**config.mk**
```make
export PLATFORM = sky130hd
export DESIGN_NAME = spi_reg_writer
export DESIGN_NICKNAME = d
export VERILOG_FILES = /design/src/rtl/spi_reg_writer_pkg.sv /design/src/rtl/spi_reg_writer_byte_tx.sv /design/src/rtl/spi_reg_writer.sv
export SDC_FILE = /design/constraint.sdc
export NUM_CORES = 1
export LEC_CHECK = 0
export ABC_AREA = 1
export CORE_AREA = 5 5 67 69
export DETAILED_ROUTE_END_ITERATION = 12
export DIE_AREA = 0 0 72 74
export HOLD_SLACK_MARGIN = 0.02
export PLACE_DENSITY = 0.8
export SLEW_MARGIN = 25
export SYNTH_ARGS = -nofsm -noshare
export SYNTH_HDL_FRONTEND = slang
export SYNTH_SLANG_ARGS = --single-unit
```
**constraint.sdc**
```tcl
create_clock -name clk -period 5.5 [get_ports clk]
set_clock_uncertainty 0.15 [all_clocks]
set_input_delay 1.375 -clock clk [delete_from_list [all_inputs] [get_ports clk]]
set_output_delay 1.375 -clock clk [all_outputs]
set_load 0.01 [all_outputs]
```
**src/rtl/spi_reg_writer_pkg.sv**
```systemverilog
// Shared definitions for the SPI register-write protocol: register map,
// command-byte format and the controller state encoding.
package spi_reg_writer_pkg;

  localparam logic [3:0] REG_EN_OUT_7_0  = 4'd0;
  localparam logic [3:0] REG_EN_OUT_15_8 = 4'd1;
  localparam logic [3:0] REG_EN_PWM_7_0  = 4'd2;
  localparam logic [3:0] REG_EN_PWM_15_8 = 4'd3;
  localparam logic [3:0] REG_PWM_DUTY    = 4'd4;
  localparam int         NUM_REGS        = 5;

  // Bit 7 of the address byte marks a write command.
  localparam logic WRITE_CMD = 1'b1;

  typedef enum logic [2:0] {
    IDLE,
    LOAD,
    SHIFT,
    TAIL,
    GAP,
    DONE
  } state_t;

  function automatic logic [7:0] cmd_byte(input logic [3:0] addr);
    return {WRITE_CMD, 3'b000, addr};
  endfunction

  function automatic logic addr_valid(input logic [3:0] addr);
    return int'(addr) < NUM_REGS;
  endfunction

endpackage

```
**src/rtl/spi_reg_writer_byte_tx.sv**
```systemverilog
// Transmits one nCS-framed byte, SPI mode 0, MSB first, followed by the
// mandatory nCS-high gap. fin is asserted during the last gap cycle; if start
// is high in that cycle the next frame begins on the following edge with no
// extra idle cycle, which keeps the two bytes of a write exactly CS_GAP apart.
//
//   state | meaning
//   IDLE  | nCS high, waiting for start
//   LOAD  | nCS low, bit 7 on COPI, first half-period before SCLK rises
//   SHIFT | SCLK toggling; COPI advances on each falling toggle
//   TAIL  | SCLK low for one half-period before nCS rises
//   GAP   | nCS high for CS_GAP cycles
module spi_byte_tx
  import spi_reg_writer_pkg::*;
#(
  parameter int CLK_DIV = 4,
  parameter int CS_GAP  = 8
) (
  input  logic       clk,
  input  logic       rst_n,
  input  logic       start,
  input  logic [7:0] tx_byte,
  output logic       fin,
  output logic       sclk,
  output logic       ncs,
  output logic       copi
);

  localparam int CNT_MAX = (CLK_DIV > CS_GAP) ? CLK_DIV : CS_GAP;
  localparam int CNT_W   = $clog2(CNT_MAX) + 1;
  localparam logic [CNT_W-1:0] DIV_LD = CNT_W'(CLK_DIV - 1);
  localparam logic [CNT_W-1:0] GAP_LD = CNT_W'(CS_GAP - 1);

  state_t           st, st_nxt;
  logic [CNT_W-1:0] cnt;
  logic [2:0]       bit_cnt;
  logic [2:0]       bit_nxt;
  logic [7:0]       byte_q;
  logic             cnt_zero;
  logic             load_byte;

  assign cnt_zero = (cnt == '0);
  assign bit_nxt  = bit_cnt - 3'd1;
  assign fin      = (st == GAP) && cnt_zero;

  // Next-state decode; load_byte marks the edge on which a frame opens.
  always_comb begin
    st_nxt    = st;
    load_byte = 1'b0;
    case (st)
      IDLE: begin
        if (start) begin
          st_nxt    = LOAD;
          load_byte = 1'b1;
        end
      end
      LOAD:  if (cnt_zero) st_nxt = SHIFT;
      SHIFT: if (cnt_zero && sclk && (bit_cnt == 3'd0)) st_nxt = TAIL;
      TAIL:  if (cnt_zero) st_nxt = GAP;
      GAP: begin
        if (cnt_zero) begin
          if (start) begin
            st_nxt    = LOAD;
            load_byte = 1'b1;
          end else begin
            st_nxt = IDLE;
          end
        end
      end
      default: st_nxt = IDLE;
    endcase
  end

  // State register.
  always_ff @(posedge clk or negedge rst_n) begin
    if (!rst_n) st <= IDLE;
    else        st <= st_nxt;
  end

  // Half-period timer, bit pointer and the registered SPI pins.
  always_ff @(posedge clk or negedge rst_n) begin
    if (!rst_n) begin
      cnt     <= '0;
      bit_cnt <= 3'd0;
      byte_q  <= 8'h00;
      sclk    <= 1'b0;
      ncs     <= 1'b1;
      copi    <= 1'b0;
    end else if (load_byte) begin
      byte_q  <= tx_byte;
      bit_cnt <= 3'd7;
      copi    <= tx_byte[7];
      ncs     <= 1'b0;
      sclk    <= 1'b0;
      cnt     <= DIV_LD;
    end else begin
      case (st)
        LOAD: begin
          if (cnt_zero) begin
            sclk <= 1'b1;
            cnt  <= DIV_LD;
          end else begin
            cnt <= cnt - 1'b1;
          end
        end
        SHIFT: begin
          if (cnt_zero) begin
            cnt  <= DIV_LD;
            sclk <= ~sclk;
            if (sclk) begin
              bit_cnt <= bit_nxt;
              if (bit_cnt != 3'd0) copi <= byte_q[bit_nxt];
            end
          end else begin
            cnt <= cnt - 1'b1;
          end
        end
        TAIL: begin
          if (cnt_zero) begin
            ncs  <= 1'b1;
            copi <= 1'b0;
            cnt  <= GAP_LD;
          end else begin
            cnt <= cnt - 1'b1;
          end
        end
        GAP: begin
          if (!cnt_zero) cnt <= cnt - 1'b1;
        end
        default: ;
      endcase
    end
  end

endmodule

```
**src/rtl/spi_reg_writer.sv**
```systemverilog
// Parallel-to-SPI register writer. Each accepted request becomes an address
// byte {1,000,addr} followed by the data byte, each in its own nCS frame.
// Out-of-range addresses are answered with done+err and no SPI traffic.
//
//   state | meaning
//   IDLE  | waiting for a request, req_ready high
//   LOAD  | request captured; byte frames in flight (or address being rejected)
//   DONE  | done pulse cycle; a new request may be accepted here
module spi_reg_writer
  import spi_reg_writer_pkg::*;
#(
  parameter int CLK_DIV = 4,
  parameter int CS_GAP  = 8
) (
  input  logic       clk,
  input  logic       rst_n,
  input  logic       req_valid,
  output logic       req_ready,
  input  logic [3:0] req_addr,
  input  logic [7:0] req_data,
  output logic       busy,
  output logic       done,
  output logic       err,
  output logic       SCLK,
  output logic       nCS,
  output logic       COPI
);

  state_t     state, state_nxt;
  logic [3:0] addr_q;
  logic [7:0] data_q;
  logic       byte_sel;
  logic       start_q;
  logic       accept;
  logic       addr_ok;
  logic       tx_start;
  logic       tx_fin;
  logic [7:0] tx_byte;

  assign accept  = req_valid && req_ready;
  assign addr_ok = addr_valid(addr_q);

  // The data byte is chained straight off the end of the address frame's gap.
  assign tx_start = start_q || (tx_fin && !byte_sel);
  assign tx_byte  = start_q ? cmd_byte(addr_q) : data_q;

  spi_byte_tx #(
    .CLK_DIV (CLK_DIV),
    .CS_GAP  (CS_GAP)
  ) u_byte_tx (
    .clk     (clk),
    .rst_n   (rst_n),
    .start   (tx_start),
    .tx_byte (tx_byte),
    .fin     (tx_fin),
    .sclk    (SCLK),
    .ncs     (nCS),
    .copi    (COPI)
  );

  // Request sequencing.
  always_comb begin
    state_nxt = state;
    case (state)
      IDLE: if (accept) state_nxt = LOAD;
      LOAD: if (!addr_ok || (tx_fin && byte_sel)) state_nxt = DONE;
      DONE: state_nxt = accept ? LOAD : IDLE;
      default: state_nxt = IDLE;
    endcase
  end

  // State register.
  always_ff @(posedge clk or negedge rst_n) begin
    if (!rst_n) state <= IDLE;
    else        state <= state_nxt;
  end

  // Request capture, byte sequencing and registered handshake outputs.
  always_ff @(posedge clk or negedge rst_n) begin
    if (!rst_n) begin
      addr_q    <= 4'h0;
      data_q    <= 8'h00;
      byte_sel  <= 1'b0;
      start_q   <= 1'b0;
      req_ready <= 1'b1;
      busy      <= 1'b0;
      done      <= 1'b0;
      err       <= 1'b0;
    end else begin
      start_q <= accept && addr_valid(req_addr);
      if (accept) begin
        addr_q   <= req_addr;
        data_q   <= req_data;
        byte_sel <= 1'b0;
      end else if ((state == LOAD) && tx_fin && !byte_sel) begin
        byte_sel <= 1'b1;
      end
      req_ready <= (state_nxt == IDLE) || (state_nxt == DONE);
      busy      <= (state_nxt == LOAD);
      done      <= (state_nxt == DONE);
      err       <= (state_nxt == DONE) && !addr_ok;
    end
  end

endmodule

```
# After elaboration in Yosys (flattened, before gate mapping)
# Index checks and enable logic that the tools add are counted.
# classes
muxes	40
bitwise_logic	1
add_sub_neg	2
n_eq_ne	19
reduce_logical	36
order_cmp	3
# ops
op	count
3-bit 2-to-1 mux	11
1-bit 2-to-1 mux	17
4-bit 2-to-1 mux	4
3-bit by 1-bit != test with 1-bit output, second input constant	5
3-bit one-hot mux with 5 select lines	1
3-bit zero test	4
4-bit one-hot mux with 3 select lines	1
1-bit logical AND	10
5-bit AND reduction	2
2-bit nonzero test	5
3-bit by 1-bit equality test with 1-bit output, second input constant	3
3-bit equality test, second input constant	3
3-bit one-hot mux with 3 select lines	1
3-bit nonzero test	3
4-bit by 3-bit less-than comparator with 1-bit output, second input constant	2
8-bit 2-to-1 mux	1
2-bit by 1-bit != test with 1-bit output, second input constant	4
3-bit by 2-bit equality test with 1-bit output, second input constant	2
1-bit one-hot mux with 2 select lines	3
3-bit AND reduction	2
4-bit zero test	1
3-bit by 4-bit less-than comparator with 1-bit output, second input constant	1
2-bit AND reduction	2
4-bit nonzero test	1
9 further kinds	12
# totals
word_cells	117
reg_bits	42

# Longest topological paths before layout
# depth
ltp_word	9
mapped_depth	12
mapped_depth_nobuf	12

# Modules after synthesis
# A second synthesis with hierarchy kept.
# hier_totals
cells_unflattened	265
area_unflattened_um2	2122.0
# by_module_without_submodules
module	area_each_um2	cells_per_inst	seq_area_each_um2	n_inst
spi_byte_tx	1202.4	163	526.8	1
spi_reg_writer	919.6	102	526.8	1

# Least setup slack after synthesis
# No wires, ideal clock.
# synth_timing
path_kind	input port to flip-flop
start	input req_valid
end	register busy
setup_ns	0.064
n_path_buf	1
stages	5
required_time_ns	5.286
path_slack_ns	3.262
arrival_ns	2.025
cell_sequence	nand2_1 > clkbuf_1 > a211oi_1 > nand2_1 > inv_1
# synth_between
elab_chain_cells	4
# synth_rtl
element	line	text
from (decl)	spi_reg_writer.sv:17	input logic req_valid,
1-bit logical AND *	spi_reg_writer.sv:40	assign accept = req_valid && req_ready;
1-bit 2-to-1 mux or 3-bit 2-to-1 mux (tied branches)	spi_reg_writer.sv:67, spi_reg_writer.sv:65	
3-bit one-hot mux with 3 select lines *	spi_reg_writer.sv:64	case (state)
via state_nxt[0]	spi_reg_writer.sv:29	state_t state, state_nxt;
3-bit by 1-bit equality test with 1-bit output *	spi_reg_writer.sv:99	busy <= (state_nxt == LOAD);
to (signal assigned)	spi_reg_writer.sv:99	
to (decl)	spi_reg_writer.sv:21	output logic busy,
# Mark *: on every way through the listed nets, which the timed path passes. The rest lies on a longest branch.
# A chain may end at the register's enable or synchronous reset.

# Worst setup path after layout
# layout_timing
start	register req_ready
end	output req_ready
# layout_rtl
element	line	text
from (decl)	spi_reg_writer.sv:18	output logic req_ready,
from (signal assigned)	spi_reg_writer.sv:98	req_ready <= (state_nxt == IDLE) || (state_nxt == DONE);
# No word-level cell between the ends.

==> results_dict.tcl <==
set metrics [dict create \
    multi_input_area_um2 921 \
    startpoint_type "flip-flop" \
    cts_hold_buf 0 \
    dieArea_um2 5330 \
    path_buf_inv 1 \
    synthesis.nets 298 \
    die_h_um 74 \
    fin_nets 319 \
    busiest_layer "met2" \
    cp.required_ns 3.97 \
    r2r-end "u_byte_tx.copi$_DFFE_PN0P_" \
    syn_to_final_growth_pct 15.4 \
    final-seq-area_um2 1050 \
    grt_usage_pct 17.2 \
    crit_arrival_ns 1.36 \
    wl_per_cell_um 11.4 \
    grt_start_max_net_pins 43 \
    clockBufferDepth 2 \
    grt_pass1_vias 1652 \
    setup_tns_ns 0 \
    grtUsageMet1_pct 22.0 \
    postSynthAreaPerCell_um2 7.79 \
    fmax_ghz 0.347 \
    grt_overflow 0 \
    worstSkewPairLatency_ns 0.29 \
    cts.clk_slew.worst_paths_ns 0.08 \
    p_per_area_nw_per_um2 493 \
    maxSlewViolCount 0 \
    cap_violations 0 \
    synth.distinct_cells 31 \
    htree_levels 2 \
    crit_chain "clkdlybuf4s50_1" \
    cts_setup_buffers 0 \
    cts_sinks 42 \
    crit_fanout 2 \
    relSlewSlack_pct 40.4 \
    setup_viol 0 \
    cts_tree "done" \
    final_area_um2 2510 \
    worst_pin_slew_ns 0.894 \
    cts_resized 0 \
    synthCells 279 \
    detail-route-antenna-nets 0 \
    num_vias 1771 \
    drive_gt1_share_pct 7.64 \
    start_util_pct 56.3 \
    ios 22 \
    critPathCaptureType "primary output" \
    min_from "state[1]$_DFF_PN0_" \
    num_rows 23 \
    dpl_cell_area_um2 2400 \
    hold_path.class "flip-flop to flip-flop" \
    peakVddDrop_mv 0.259 \
    dr.first_iter.drc_count 171 \
    yosys_warnings 0 \
    leakage_nw 1.30 \
    hpwl_um 2950 \
    rsz0062_at_grt "no" \
    slowest_stage "dfstp_2" \
    clock-root-buffer "clkbuf_8" \
    ys_ff_latch 42 \
    cp_top_family "flip-flops" \
    finalCritPeriodShare_pct 52.4 \
    die_width_um 72 \
    layout_common_cells "nand2_1 (89), dfrtp_1 (40), inv_1 (38)" \
    wl_um 3980 \
    place_congestion 0.867 \
    holdPathEnd "state[0]$_DFF_PN0_" \
    reg2regPathDepth 12 \
    yosysTopAreaCellShare_pct 46.1 \
    critPathMaxStageDelay_ns 0.54 \
    drc 0 \
    synth.yosys.seq_area_share_pct 48.5 \
    use_met2_pct 28.5 \
    io_buffers 21 \
    hold_viol 0 \
    reg2reg_slack_ns 3.33 \
    netlist_top_cells_area "dfrtp_1 (46%), nand2_1 (15%), inv_1 (6.6%), o21ai_0 (4.1%), nor2_1 (4.0%)" \
    yosys.area.top_type "dfrtp_1" \
    antenna_found_initial 0 \
    cts_inserted_buffers 5 \
    first_pass_iters 4 \
    syn_area_um2 2170 \
    core_area_um2 3860 \
    vias_per_cell 5.05 \
    grt_pass1_wl_um 7110 \
    use_met3_pct 3.11 \
    outcome "finished clean" \
    hold_depth 1 \
    period_needed_ns 2.88 \
    rr_startpoint "u_byte_tx.cnt[0]$_DFFE_PN0P_" \
    final_common_cell "nand2_1" \
    path_class "flip-flop to primary output" \
    diodes 0 \
    fill_cells 337 \
]
[how the worst max path moves through the flow]
stage,start,cells past startpoint,slack [ns],end
2_1_floorplan,req_valid,5,3.26,busy$_DFF_PN0_
4_1_cts,req_ready$_DFF_PN1_,1,2.60,req_ready
5_1_grt,req_ready$_DFF_PN1_,1,2.57,req_ready
6_report,req_ready$_DFF_PN1_,1,2.62,req_ready
3_5_place_dp,req_valid,4,2.63,data_q[3]$_DFFE_PN0P_
3_3_place_gp,req_valid,4,2.71,data_q[0]$_DFFE_PN0P_
[registers in the layout, summed over array words and instances, names as in the netlist]
| register | cells |
|---|---|
| u_byte_tx.copi | 1 |
| u_byte_tx.byte_q | 8 |
| u_byte_tx.ncs | 1 |
| data_q | 8 |
| addr_q | 4 |
| start_q | 1 |
| req_ready | 1 |
| u_byte_tx.cnt | 4 |
| state | 3 |
| u_byte_tx.bit_cnt | 3 |
| done | 1 |
| u_byte_tx.sclk | 1 |
| u_byte_tx.st | 3 |
| busy | 1 |
| byte_sel | 1 |
| err | 1 |
[area by class of cell]
class,instances,share of cell area [%]
Sequential cell,42,42.0
Inverter,41,6.19
Clock inverter,2,1.50
Tap cell,50,2.50
Clock buffer,6,2.89
Multi-Input combinational cell,189,36.7
Timing Repair Buffer,21,8.18
[cell usage after synthesis]
| master | n |
|---|---|
| dfstp_2 | 2 |
| nor2_1 | 23 |
| o22ai_1 | 1 |
| o21bai_1 | 1 |
| buf_2 | 1 |
| nand3_1 | 17 |
| o2111ai_1 | 1 |
| buf_6 | 2 |
| dfrtp_1 | 40 |
| nor2_4 | 2 |
| nand4_1 | 3 |
| inv_1 | 38 |
| nand3_2 | 2 |
| a211oi_1 | 1 |
| o21ai_0 | 18 |
| nand2_4 | 1 |
| nand3_4 | 1 |
| inv_2 | 2 |
| o211ai_1 | 2 |
| o21ai_2 | 3 |
| conb_1 | 1 |
| ha_1 | 4 |
| nor3_1 | 1 |
| xnor2_1 | 2 |
| clkbuf_1 | 4 |
| clkinv_2 | 1 |
| mux2_1 | 1 |
| nand2_1 | 89 |
| a21oi_1 | 9 |
| o21ai_1 | 5 |
| nand2_2 | 1 |
[metal layers]
layer  up-vias  wire [um]
met5         -          0
met4         0         22
met3         2        177
met2        38       1880
met1       814       1900
li1        917          -
[report_power, final]
group / internal, mW / switching, mW / total (mW)
Clock: 0.135 / 0.104 / 0.240
Combinational: 0.204 / 0.323 / 0.527
Sequential: 0.403 / 0.0666 / 0.469
[through the flow]
stage	worst slack, ns	cells	hold slack [ns]	total power [mW]	utilization [%]
after floorplan	3.26	279	0.272	0.874	-
after global placement	2.71	343	0.302	0.984	62.2
after detailed placement	2.63	343	0.300	0.997	62.2
after CTS	2.60	351	0.313	1.24	65.0
after global routing	2.57	351	0.336	1.35	65.0
final	2.62	351	0.313	1.24	65.0
[kinds of logic (layout without fill, tap and decap cells)]
family	count (synthesis)	after routing	synth area share, %
flops	42	42	48.5
simple gates	140	140	27.9
mux	1	1	0.518
other cells	1	1	0.173
xor+xnor	2	2	0.807
compound gates	41	41	10.7
fa+ha+maj	4	4	2.30
buf+inv	48	70	9.10
No activity file was read; power rests on OpenSTA's default activity.
